`src/rtl/execute_pipe.sv`:
```
// Pipelined execute stage: ALU, branch/jump resolution, registered EX/MEM output with handshake.
// Define EXECUTE_MULT_EN to add the iterative multiplier with HI/LO and the MUL state.
module execute_pipe #(
    parameter int unsigned DATA_W    = 32,
    parameter int unsigned MUL_STEPS = DATA_W
) (
    input  logic              i_clk,
    input  logic              i_rst,
    input  logic              i_valid,
    output logic              o_ready,
    input  logic [DATA_W-1:0] i_pc,
    input  logic [25:0]       i_imm,
    input  logic [DATA_W-1:0] i_op1,
    input  logic [DATA_W-1:0] i_op2,
    input  logic              i_ALUSrc,
    input  logic [1:0]        i_ALUop,
    input  logic              i_extOp,
    input  logic              i_jump,
    input  logic              i_beq,
    input  logic              i_bne,
    input  logic              i_mult,
    input  logic              i_mfhi,
    input  logic              i_mflo,
    input  logic              i_flush,
    input  logic              i_ready,
    output logic              o_valid,
    output logic [DATA_W-1:0] o_ALUres,
    output logic [DATA_W-1:0] o_op2,
    output logic [DATA_W-1:0] o_nextPC,
    output logic              o_pcsrc,
    output logic              o_busy
);

    localparam logic [DATA_W-1:0] PcStep = DATA_W'(4);

    logic [15:0]       imm16;
    logic [DATA_W-1:0] ext_imm, alu_b, alu_res, res_sel;
    logic [DATA_W-1:0] pc4, branch_tgt, jump_tgt, next_pc;
    logic              zero, pcsrc;
    logic              idle, accept, accept_alu, mul_done;
    logic [DATA_W-1:0] mul_lo;

    logic              valid_q, pcsrc_q;
    logic [DATA_W-1:0] alures_q, op2_q, nextpc_q;

    assign imm16   = i_imm[15:0];
    assign ext_imm = i_extOp ? {{(DATA_W-16){imm16[15]}}, imm16} : {{(DATA_W-16){1'b0}}, imm16};
    assign alu_b   = i_ALUSrc ? ext_imm : i_op2;

    always_comb begin
        alu_res = '0;
        case (i_ALUop)
            2'b00: alu_res = i_op1 + alu_b;
            2'b01: alu_res = i_op1 - alu_b;
            2'b11: alu_res = i_op1 | alu_b;
            default: begin
                case (i_imm[5:0])
                    6'b100000: alu_res = i_op1 + alu_b;
                    6'b100010: alu_res = i_op1 - alu_b;
                    6'b100100: alu_res = i_op1 & alu_b;
                    6'b100101: alu_res = i_op1 | alu_b;
                    6'b100111: alu_res = ~(i_op1 | alu_b);
                    6'b101010: alu_res = {{(DATA_W-1){1'b0}}, $signed(i_op1) < $signed(alu_b)};
                    default:   alu_res = '0;
                endcase
            end
        endcase
    end

    // zero is taken from the raw ALU result, before HI/LO substitution
    assign zero       = (alu_res == '0);
    assign pc4        = i_pc + PcStep;
    assign branch_tgt = pc4 + {{(DATA_W-18){imm16[15]}}, imm16, 2'b00};
    assign jump_tgt   = {pc4[DATA_W-1:28], i_imm, 2'b00};
    assign pcsrc      = i_jump | (i_beq & zero) | (i_bne & ~zero);
    assign next_pc    = i_jump ? jump_tgt : branch_tgt;

    assign o_ready = idle & (~valid_q | i_ready);
    assign accept  = i_valid & o_ready & ~i_flush;

`ifdef EXECUTE_MULT_EN
    localparam int unsigned CntW = (MUL_STEPS > 1) ? $clog2(MUL_STEPS) : 1;

    typedef enum logic {StIdle, StMul} state_e;
    state_e state_q, state_d;

    logic [2*DATA_W-1:0] mcand_q, acc_q, acc_step;
    logic [DATA_W-1:0]   mplr_q, hi_q, lo_q;
    logic [CntW-1:0]     cnt_q;
    logic                mul_start, mul_last;

    assign idle       = (state_q == StIdle);
    assign o_busy     = (state_q == StMul);
    assign mul_start  = accept & i_mult;
    assign accept_alu = accept & ~i_mult;
    assign mul_last   = (state_q == StMul) && (cnt_q == CntW'(MUL_STEPS - 1));
    assign mul_done   = mul_last & ~i_flush;
    assign acc_step   = acc_q + (mplr_q[0] ? mcand_q : '0);
    assign mul_lo     = acc_step[DATA_W-1:0];
    assign res_sel    = i_mfhi ? hi_q : (i_mflo ? lo_q : alu_res);

    always_comb begin
        state_d = state_q;
        case (state_q)
            StIdle:  if (mul_start) state_d = StMul;
            StMul:   if (i_flush || mul_last) state_d = StIdle;
            default: state_d = StIdle;
        endcase
    end

    always_ff @(posedge i_clk) begin
        if (i_rst) begin
            state_q <= StIdle;
            mcand_q <= '0;
            mplr_q  <= '0;
            acc_q   <= '0;
            cnt_q   <= '0;
            hi_q    <= '0;
            lo_q    <= '0;
        end else begin
            state_q <= state_d;
            if (mul_start) begin
                mcand_q <= {{DATA_W{1'b0}}, i_op1};
                mplr_q  <= i_op2;
                acc_q   <= '0;
                cnt_q   <= '0;
            end else if (state_q == StMul && !i_flush) begin
                acc_q   <= acc_step;
                mcand_q <= mcand_q << 1;
                mplr_q  <= mplr_q >> 1;
                cnt_q   <= cnt_q + 1'b1;
                if (mul_last) {hi_q, lo_q} <= acc_step;
            end
        end
    end
`else
    logic unused_mult;

    assign unused_mult = i_mult;
    assign idle        = 1'b1;
    assign o_busy      = 1'b0;
    assign accept_alu  = accept;
    assign mul_done    = 1'b0;
    assign mul_lo      = '0;
    assign res_sel     = (i_mfhi | i_mflo) ? '0 : alu_res;
`endif

    always_ff @(posedge i_clk) begin
        if (i_rst) begin
            valid_q  <= 1'b0;
            pcsrc_q  <= 1'b0;
            alures_q <= '0;
            op2_q    <= '0;
            nextpc_q <= '0;
        end else if (i_flush) begin
            valid_q <= 1'b0;
            pcsrc_q <= 1'b0;
        end else if (accept_alu) begin
            valid_q  <= 1'b1;
            pcsrc_q  <= pcsrc;
            alures_q <= res_sel;
            op2_q    <= i_op2;
            nextpc_q <= next_pc;
        end else if (mul_done) begin
            valid_q  <= 1'b1;
            pcsrc_q  <= 1'b0;
            alures_q <= mul_lo;
        end else if (i_ready) begin
            valid_q <= 1'b0;
        end
    end

    assign o_valid  = valid_q;
    assign o_pcsrc  = pcsrc_q;
    assign o_ALUres = alures_q;
    assign o_op2    = op2_q;
    assign o_nextPC = nextpc_q;

endmodule
```
`config.mk`:
```
export PLATFORM = sky130hd
export DESIGN_NAME = execute_pipe
export DESIGN_NICKNAME = d
export VERILOG_FILES = /design/src/rtl/execute_pipe.sv
export SDC_FILE = /design/constraint.sdc
export NUM_CORES = 1
export LEC_CHECK = 0
export ABC_AREA = 1
export CORE_MARGIN = 2
export CORE_UTILIZATION = 35
export DETAILED_ROUTE_END_ITERATION = 12
export GPL_TIMING_DRIVEN = 0
export HOLD_SLACK_MARGIN = 0.05
export MAX_ROUTING_LAYER = met4
export PLACE_DENSITY = 0.66
export SLEW_MARGIN = 30
export SYNTH_ARGS = -nofsm -noshare
export SYNTH_HDL_FRONTEND = slang
export SYNTH_SLANG_ARGS = --single-unit
```
`constraint.sdc`:
```
create_clock -name i_clk -period 5 [get_ports i_clk]
set_clock_uncertainty 0.2 [all_clocks]
set_input_delay 0.75 -clock i_clk [delete_from_list [all_inputs] [get_ports i_clk]]
set_output_delay 0.75 -clock i_clk [all_outputs]
set_load 0.02 [all_outputs]
```
# After elaboration in Yosys (flattened, before gate mapping)
# Cells that the tools add are included.
[totals]
wordCells = 45
ff_bits = 98
output_inout_bits = 100
inputBits = 137
[classes]
n_addsub = 4
n_mux = 8
eq_ne = 8
n_lt_le_gt_ge = 1
reduce_logical = 5
bitwise = 14
[op_table]
columns = ["cell", "n"]
rows = [
  ["32-bit case mux with 6 select lines", 1],
  ["32-bit two-way mux", 4],
  ["32-bit case mux with 3 select lines", 1],
  ["32-bit adder", 2],
  ["6-bit == test (second input constant)", 6],
  ["32-bit by 3-bit adder with 32-bit output (second input constant)", 1],
  ["32-bit AND", 1],
  ["32-bit zero test", 1],
  ["32-bit less-than comparator", 1],
  ["32-bit inverter", 1],
  ["32-bit bitwise OR", 1],
  ["32-bit subtractor", 1],
  ["1-bit AND", 4],
  ["1-bit bitwise OR", 4],
  ["1-bit inverter", 3],
  ["2-bit by 1-bit == test with 1-bit output (second input constant)", 1],
  ["2-bit == test (second input constant)", 1],
  ["2-bit zero test", 1],
  ["1-bit two-way mux", 2],
  ["2-bit AND reduction", 1],
  ["2-bit nonzero test", 1],
  ["2-bit OR reduction", 1],
]

# Logic depth before layout (Yosys ltp)
# Gate-level depths: netlist of run 1.
[logic_depth]
ltp_word = 10
mapped_depth = 30
ltp_nobuf = 28

# Least setup slack after synthesis of run 1
# No wires, ideal clock.
[synth_timing]
path_kind = "input-to-reg"
startpoint = "in i_pc[2]"
endpoint = "reg nextpc_q[31] (netlist: o_nextPC[31])"
path_buffers = 0
setup_ns = 0.109
setup_slack_ns = 0.932
t_required_ns = 4.691
t_arrival_ns = 3.759
path_stages = 27
path_cell_list = "ha_1 -> nand2_1 -> nor3_2 -> nand4_2 -> nor2_1 -> nand3_1 -> nor2_1 -> inv_1 -> nor2_1 -> nand4_1 -> nor2_1 -> nand2_1 -> xor2_1 -> inv_1 -> ha_1 -> a21oi_1 -> o21ai_0 -> nand2_1 -> o311ai_0 -> a21oi_1 -> nand2_1 -> a21oi_1 -> o21ai_0 -> xnor2_1 -> nand2_1 -> nand2_1 -> inv_1"
[synth_between]
elab_chain_len = 3
[synth_rtl]
columns = ["item", "line", "rtl"]
rows = [
  ["start, declared", "11", "input logic [DATA_W-1:0] i_pc,"],
  ["32-bit by 3-bit adder with 32-bit output *", "72", "assign pc4 = i_pc + PcStep;"],
  ["32-bit adder", "73", "assign branch_tgt = pc4 + {{(DATA_W-18){imm16[15]}}, imm16, 2'b00};"],
  ["32-bit two-way mux *", "76", "assign next_pc = i_jump ? jump_tgt : branch_tgt;"],
  ["end signal, assigned", "163", "nextpc_q <= next_pc;"],
  ["end, declared", "44", "logic [DATA_W-1:0] alures_q, op2_q, nextpc_q;"],
]
# Every way passes the cells marked *; elsewhere a longest branch is shown, timed or not.
# A chain may end at the register's enable or synchronous reset.

# Worst setup path in the final report of run 1
[layout_timing]
startpoint = "in i_pc[3]"
endpoint = "reg nextpc_q[31] (netlist: o_nextPC[31])"
# Same word-level chain as after synthesis.

==> results of run 1 <==
## sequential cells by signal (all words and copies together), names as in the netlist
signal and cells:
o_nextPC 32, o_pcsrc 1, o_op2 32, o_ALUres 32, o_valid 1
## area by class of cell
class                   instances  area [um2]  area share (%)
diodes                          1        2.50          0.0144
plain buffers                  90         514            2.95
clock buffers                  10         229            1.31
clock inverters                 6        90.1           0.517
inverters                     381        1430            8.22
multi-input cells            1918       10200            58.3
flip-flops and latches         98        1960            11.3
well taps                     525         657            3.77
repair buffers                240        2380            13.7
## power groups by stage
stage                     Combinational [mW]  Sequential, mW  Clock [mW]
after floorplan                         1.06           0.891           0
after global placement                  1.78           0.852           0
after detailed placement                1.79           0.852           0
after CTS                               1.80           0.835       0.793
after global routing                    2.02           0.839       0.824
final                                   1.86           0.836       0.780
## per-stage QoR
step | std cells | power, mW | cell area (um2)
finish | 3269 | 3.47 | 17400
global route | 3269 | 3.68 | 17400
CTS | 3261 | 3.43 | 17300
detailed placement | 3245 | 2.64 | 16900
global placement | 3245 | 2.63 | 16900
floorplan | 2488 | 1.96 | 13900
## worst max-delay path, delay by kind of cell
family / cells / cell delay (ns)
fa+ha+maj: 2 / 0.54
compound gates: 6 / 0.83
simple gates: 14 / 1.68
xor+xnor: 2 / 0.32
buf+inv: 4 / 0.73
## layer usage
layer  vias up  part of all wire, %  global-route usage (%)
met2       786                   46                    56.4
met4         0                  4.4                    13.1
met1      8220                   42                    42.1
met3       131                  6.7                    4.54
li1       8480                    -                       -
met5         -                    0                       -
## kinds of logic (layout without fill, tap and decap cells)
group,Yosys count,after routing,synth area share [%]
AO/OA/AOI/OAI,416,416,16.6
XOR/XNOR,42,42,2.64
adder cells (fa/ha/maj),137,137,12.5
buffers and inverters,472,727,13.8
flip-flops,98,98,14.1
other,1,2,0.0269
AND/OR/NAND/NOR,1322,1322,40.3
## how the worst min path moves through the flow
stage / end / cells past startpoint
floorplan: o_ALUres[0]$_SDFFE_PP0P_ / 2
global placement: o_op2[13]$_SDFFE_PP0P_ / 2
detailed placement: o_nextPC[21]$_SDFFE_PP0P_ / 2
CTS: o_nextPC[21]$_SDFFE_PP0P_ / 2
global route: o_op2[31]$_SDFFE_PP0P_ / 2
finish: o_op2[17]$_SDFFE_PP0P_ / 2
## placed cells by master (no fill, tap or decap), types with 9 or more instances in the layout
master and count:
nand2_1 763, inv_1 368, clkdlybuf4s50_1 229, nand3_1 222, a21oi_1 206, nor2_1 204
ha_1 130, dfxtp_1 98, o21ai_0 86, clkbuf_1 42, xor2_1 32, nand4_1 29
o22ai_1 24, buf_4 21, nor2_2 19, nor3_1 19, o211ai_1 18, o21ai_1 17
buf_6 14, or2_2 14, o21bai_1 13, buf_2 12, nand2_2 10, xnor2_1 10
a221oi_1 10, o21ai_2 9, nand3_2 9, clkbuf_16 9
## what timing repair did
action | CTS | global route
gates resized for setup | 20 | 50
pin swaps | 0 | 7
buffers inserted | 0 | 8
endpoints found under the setup margin | 24 | 7
==> out/qor.csv, run 1 <==
metric,value,unit
outcome,"finished, final reports clean",
drt pass-1 iters,6,
wire per inst,21.4,um
Worst Setup SP,i_pc[3],
max incr delay on CP,0.52,ns
total I/O pin count,237,
DRC Markers,0,
Post-Syn Area,13900,um2
initial antenna violation count,1,
layout cells sized above 1,5.91,%
WL final,70000,um
Worst Hold Margin,0.270,ns
Chip Height,203,um
highest clock rate,209,MHz
final core occ,44.1,%
net count after synthesis,2762,
total CTS buffers,9,
top_reg_cell synth,dfxtp_1,
cell mode on critical path,nand2_1,
Setup CP Type,in2reg,
Synth top cells by count,"nand2_1 (768), inv_1 (370), nand3_1 (225)",
largest net degree at the start of global routing,20,
P_sw,1.60,mW
clock slew seen by the registers of the worst setup and hold paths,0.07,ns
CP Max Fanout,5,
drt initial violations,1690,
"EDFF count, synth",0,
Routed Antenna Nets,0,
Sink Count,98,
Max IR drop VDD,0.174,mV
GPL Wtd Cong,1.01,
sequential share of power,24.1,%
Final TNS setup,0,ns
Max-Cap Viols,0,
top-count cell post-synth,nand2_1,
CP arrival,4.85,ns
Hold/Removal Path Class,reg2reg,
Least-Margin Pin Slew,1.15,ns
sequential share of the synthesized area,14.1,%
Area Growth Syn to Fin,25.2,%
Critical R2R Capture,o_nextPC[10]$_SDFFE_PP0P_,
HPWL Detailed,58500,um
insertion delay to the later sink of the worst-skew pair,0.37,ns
Vias/cell,5.39,
H-tree levels,3,
internal power,1.87,mW
HP Start,o_op2[17]$_SDFFE_PP0P_,
Port-buffer cells,232,
Max clock buf depth,2,
Seq cells post-synth,98,
Syn Area/Cell,5.60,um2
period utilization,95.7,%
final-report hold violation count,0,
via count,17600,
Synth area leader,nand2_1,
synth top area cells,"nand2_1 (21%), dfxtp_1 (14%), ha_1 (12%)",
die area,41400,um2
core box area,39500,um2
CP Capture Point,o_nextPC[31]$_SDFFE_PP0P_,
Worst setup SP type,input port,
top-area cell type share of the netlist area,20.7,%
Logic pwr share,53.5,%
Filler Cell Count,4264,
crit end category,flip-flop,
CTS tree,yes,
global-route wire length before repair,103000,um
Final setup viols,0,
CP Data Required Time,5.07,ns
Rows,73,
Tmin final,4.79,ns
reg2reg path depth,7,
slack of the critical path,0.213,ns
cts hold-fix bufs,0,
internal reg-to-reg setup slack,2.45,ns
Pleak,8.53,nW
ys async rst share,0,%
final net count,3012,
initial core utilization,35.2,%
Slew headroom,23.3,%
Root Driver,clkbuf_16,
pre-CTS setup slack,-1.40,ns
Yosys warning count,0,
Clk pwr share,22.5,%
vias in the first global route,16800,
Switching Share,46.2,%
"Slowest-stage cell, CP",clkdlybuf4s50_1,
grt total ovfl,0,
power density cells,199,nW/um2
die width,203,um
reg2reg start,o_valid$_SDFFE_PP0P_,
synth unique cells,50,
Mapped Cells,2488,
GRT Overall Usage,34.1,%
Slew Limit Fails,0,
Note: power is estimated with default switching activity, not from simulation.
==> run 2: changes to the inputs <==
--- a/config.mk
+++ b/config.mk
@@ -9,10 +9,11 @@
 export CORE_MARGIN = 2
 export CORE_UTILIZATION = 35
 export DETAILED_ROUTE_END_ITERATION = 12
+export DONT_BUFFER_PORTS = 1
 export GPL_TIMING_DRIVEN = 0
 export HOLD_SLACK_MARGIN = 0.05
 export MAX_ROUTING_LAYER = met4
-export PLACE_DENSITY = 0.66
+export PLACE_DENSITY = 0.58
 export SLEW_MARGIN = 30
 export SYNTH_ARGS = -nofsm -noshare
 export SYNTH_HDL_FRONTEND = slang
==> run 2 against run 1 <==
Combinational power down 16%. Count of clock-buffer cells in the layout down 1. Total power down 8.2%. Register-to-register slack worse by 0.37 ns. Routed wire length down 6.6%. Cell count down 7.3%. Largest cell class unchanged. Largest power group unchanged.
==> out/qor.csv, run 2 (synthesis results as in run 1) <==
metric,value,unit,change
outcome,"finished, final reports clean",,unchanged
Hold/Removal Path Class,in2reg,,was reg2reg
CP Max Fanout,10,,was 5
Logic pwr share,48.8,%,was 53.5%
Chip Height,203,um,unchanged
P_sw,1.56,mW,was 1.60 mW
Root Driver,clkbuf_16,,unchanged
setup bufs post-CTS,0,,unchanged
Vias/cell,5.44,,was 5.39
# resized after CTS,2,,was 20
RSZ-0062 raised after global routing,no,,
Max clock buf depth,2,,unchanged
internal power,1.63,mW,was 1.87 mW
drt initial violations,1550,,was 1690
Hold Path End,o_op2[10]$_SDFFE_PP0P_,,was o_op2[17]$_SDFFE_PP0P_
Switching Share,48.7,%,was 46.2%
GPL Wtd Cong,1.04,,was 1.01
worst hold stages,2,,unchanged
Tmin final,4.75,ns,was 4.79 ns
initial antenna violation count,0,,was 1
highest clock rate,210,MHz,was 209 MHz
Pleak,7.58,nW,was 8.53 nW
wire per inst,21.6,um,was 21.4 um
Final Cell Area,14900,um2,was 17400 um2
Sink Count,98,,unchanged
most frequent cells in the layout,"nand2_1 (768), inv_1 (370), nand3_1 (225)",,"was nand2_1 (763), inv_1 (368), clkdlybuf4s50_1 (229)"
layout cells sized above 1,4.83,%,was 5.91%
final net count,2773,,was 3012
Setup CP Type,in2reg,,unchanged
initial core utilization,35.2,%,unchanged
via count,16500,,was 17600
Area Growth Syn to Fin,6.94,%,was 25.2%
grt met3 use,5.90,%,was 4.54%
CP Data Required Time,5.09,ns,was 5.07 ns
"commonest non-fill, non-tap cell in the layout",nand2_1,,unchanged
final-report hold violation count,0,,unchanged
total I/O pin count,237,,unchanged
global-route wire length before repair,95800,um,was 103000 um
CP arrival,4.84,ns,was 4.85 ns
Final setup viols,0,,unchanged
cts hold-fix bufs,0,,unchanged
WL final,65400,um,was 70000 um
DRC Markers,0,,unchanged
largest net degree at the start of global routing,21,,was 20
CTS tree,yes,,unchanged
Critical R2R Capture,o_nextPC[16]$_SDFFE_PP0P_,,was o_nextPC[10]$_SDFFE_PP0P_
Reg area,1960,um2,unchanged
Clk pwr share,23.4,%,was 22.5%
vias in the first global route,15800,,was 16800
HP Start,i_op2[10],,was o_op2[17]$_SDFFE_PP0P_
Port-buffer cells,0,,was 232
crit end category,flip-flop,,unchanged
reg2reg path depth,7,,unchanged
Filler Cell Count,4563,,was 4264
routing usage on met2,53.0,%,was 56.4%
insertion delay to the later sink of the worst-skew pair,0.39,ns,was 0.37 ns
sequential share of power,27.8,%,was 24.1%
GRT Overall Usage,32.0,%,was 34.1%
Max-Cap Viols,0,,unchanged
Rows,73,,unchanged
grt total ovfl,0,,unchanged
busiest grt layer,met2,,unchanged
core box area,39500,um2,unchanged
clock slew seen by the registers of the worst setup and hold paths,0.08,ns,was 0.07 ns
HPWL Detailed,55300,um,was 58500 um
Worst setup SP type,input port,,unchanged
period utilization,95.1,%,was 95.7%
die width,203,um,unchanged
"Cell Area, Placed",14600,um2,was 16900 um2
Routed Antenna Nets,0,,unchanged
H-tree levels,3,,unchanged
Slew headroom,30.8,%,was 23.3%
reg2reg start,o_valid$_SDFFE_PP0P_,,unchanged
diode count,0,,was 1
Least-Margin Pin Slew,1.03,ns,was 1.15 ns
area occupied by multi-input gates,10000,um2,was 10200 um2
internal reg-to-reg setup slack,2.08,ns,was 2.45 ns
total CTS buffers,9,,unchanged
Inst Count DP,3013,,was 3245
Slew Limit Fails,0,,unchanged
Worst Setup SP,i_ALUSrc,,was i_pc[3]
power density cells,214,nW/um2,was 199 nW/um2
die area,41400,um2,unchanged
Finished Layout Cells,3029,,was 3269
drt pass-1 iters,8,,was 6
met1 Usage GRT,38.6,%,was 42.1%
Max IR drop VDD,0.303,mV,was 0.174 mV
## run 2: power groups by stage
stage               clock network, mW  logic (mW)  registers, mW
finish                          0.748        1.56          0.886
global route                    0.793        1.72          0.889
CTS                             0.764        1.52          0.886
detailed placement                  0        1.51          0.904
global placement                    0        1.51          0.904
floorplan                           0        1.06          0.891
## run 2: worst max path at each step
stage,endpoint,slack (ns),depth (start not counted)
2_1_floorplan,o_nextPC[31]$_SDFFE_PP0P_,0.93,27
3_3_place_gp,o_pcsrc$_SDFFE_PP0P_,-0.44,27
3_5_place_dp,o_pcsrc$_SDFFE_PP0P_,-0.47,27
4_1_cts,o_pcsrc$_SDFFE_PP0P_,0.12,23
5_1_grt,o_pcsrc$_SDFFE_PP0P_,0.006,27
6_report,o_pcsrc$_SDFFE_PP0P_,0.25,23
## run 2: stage by stage
stage	total power [mW]	utilization (%)	hold slack [ns]	TNS (ns)	worst slack (ns)
floorplan	1.96	-	0.345	0	0.932
CTS	3.17	37.7	0.282	0	0.120
finish	3.19	37.7	0.299	0	0.247
global placement	2.41	36.9	0.356	-0.443	-0.443
detailed placement	2.42	36.9	0.360	-0.469	-0.469
global route	3.40	37.7	0.288	0	0.00571
## run 2: area by class of cell
class,count,area share (%)
buffer,91,3.37
clock buffer,9,1.51
clock inverter,7,0.529
inverter,381,9.60
multi-input combinational,1918,67.4
sequential,98,13.2
tap,525,4.41
## run 2: critical path, stage by stage
cell and delay, ns:
clkbuf_2 0.18, clkbuf_2 0.30, o21ai_0 0.55, inv_1 0.17
fa_1 0.52, nand3_1 0.13, nand3_2 0.19, nand2_1 0.14
nand2_1 0.22, nand2_1 0.16, nand3_1 0.16, nand3_1 0.13
o21ai_0 0.09, nor2_1 0.13, nand2_1 0.18, nor2_1 0.15
nand3_1 0.08, nor2_1 0.27, nand3_1 0.12, nand2_1 0.07
nand3_1 0.06, nand2_1 0.06, inv_1 0.03
## run 2: per-layer routing
metal | vias to the layer above | wire length (um)
met5 | - | 0
met4 | 0 | 2490
met3 | 108 | 5540
met2 | 761 | 30600
met1 | 7603 | 26800
li1 | 8008 | -
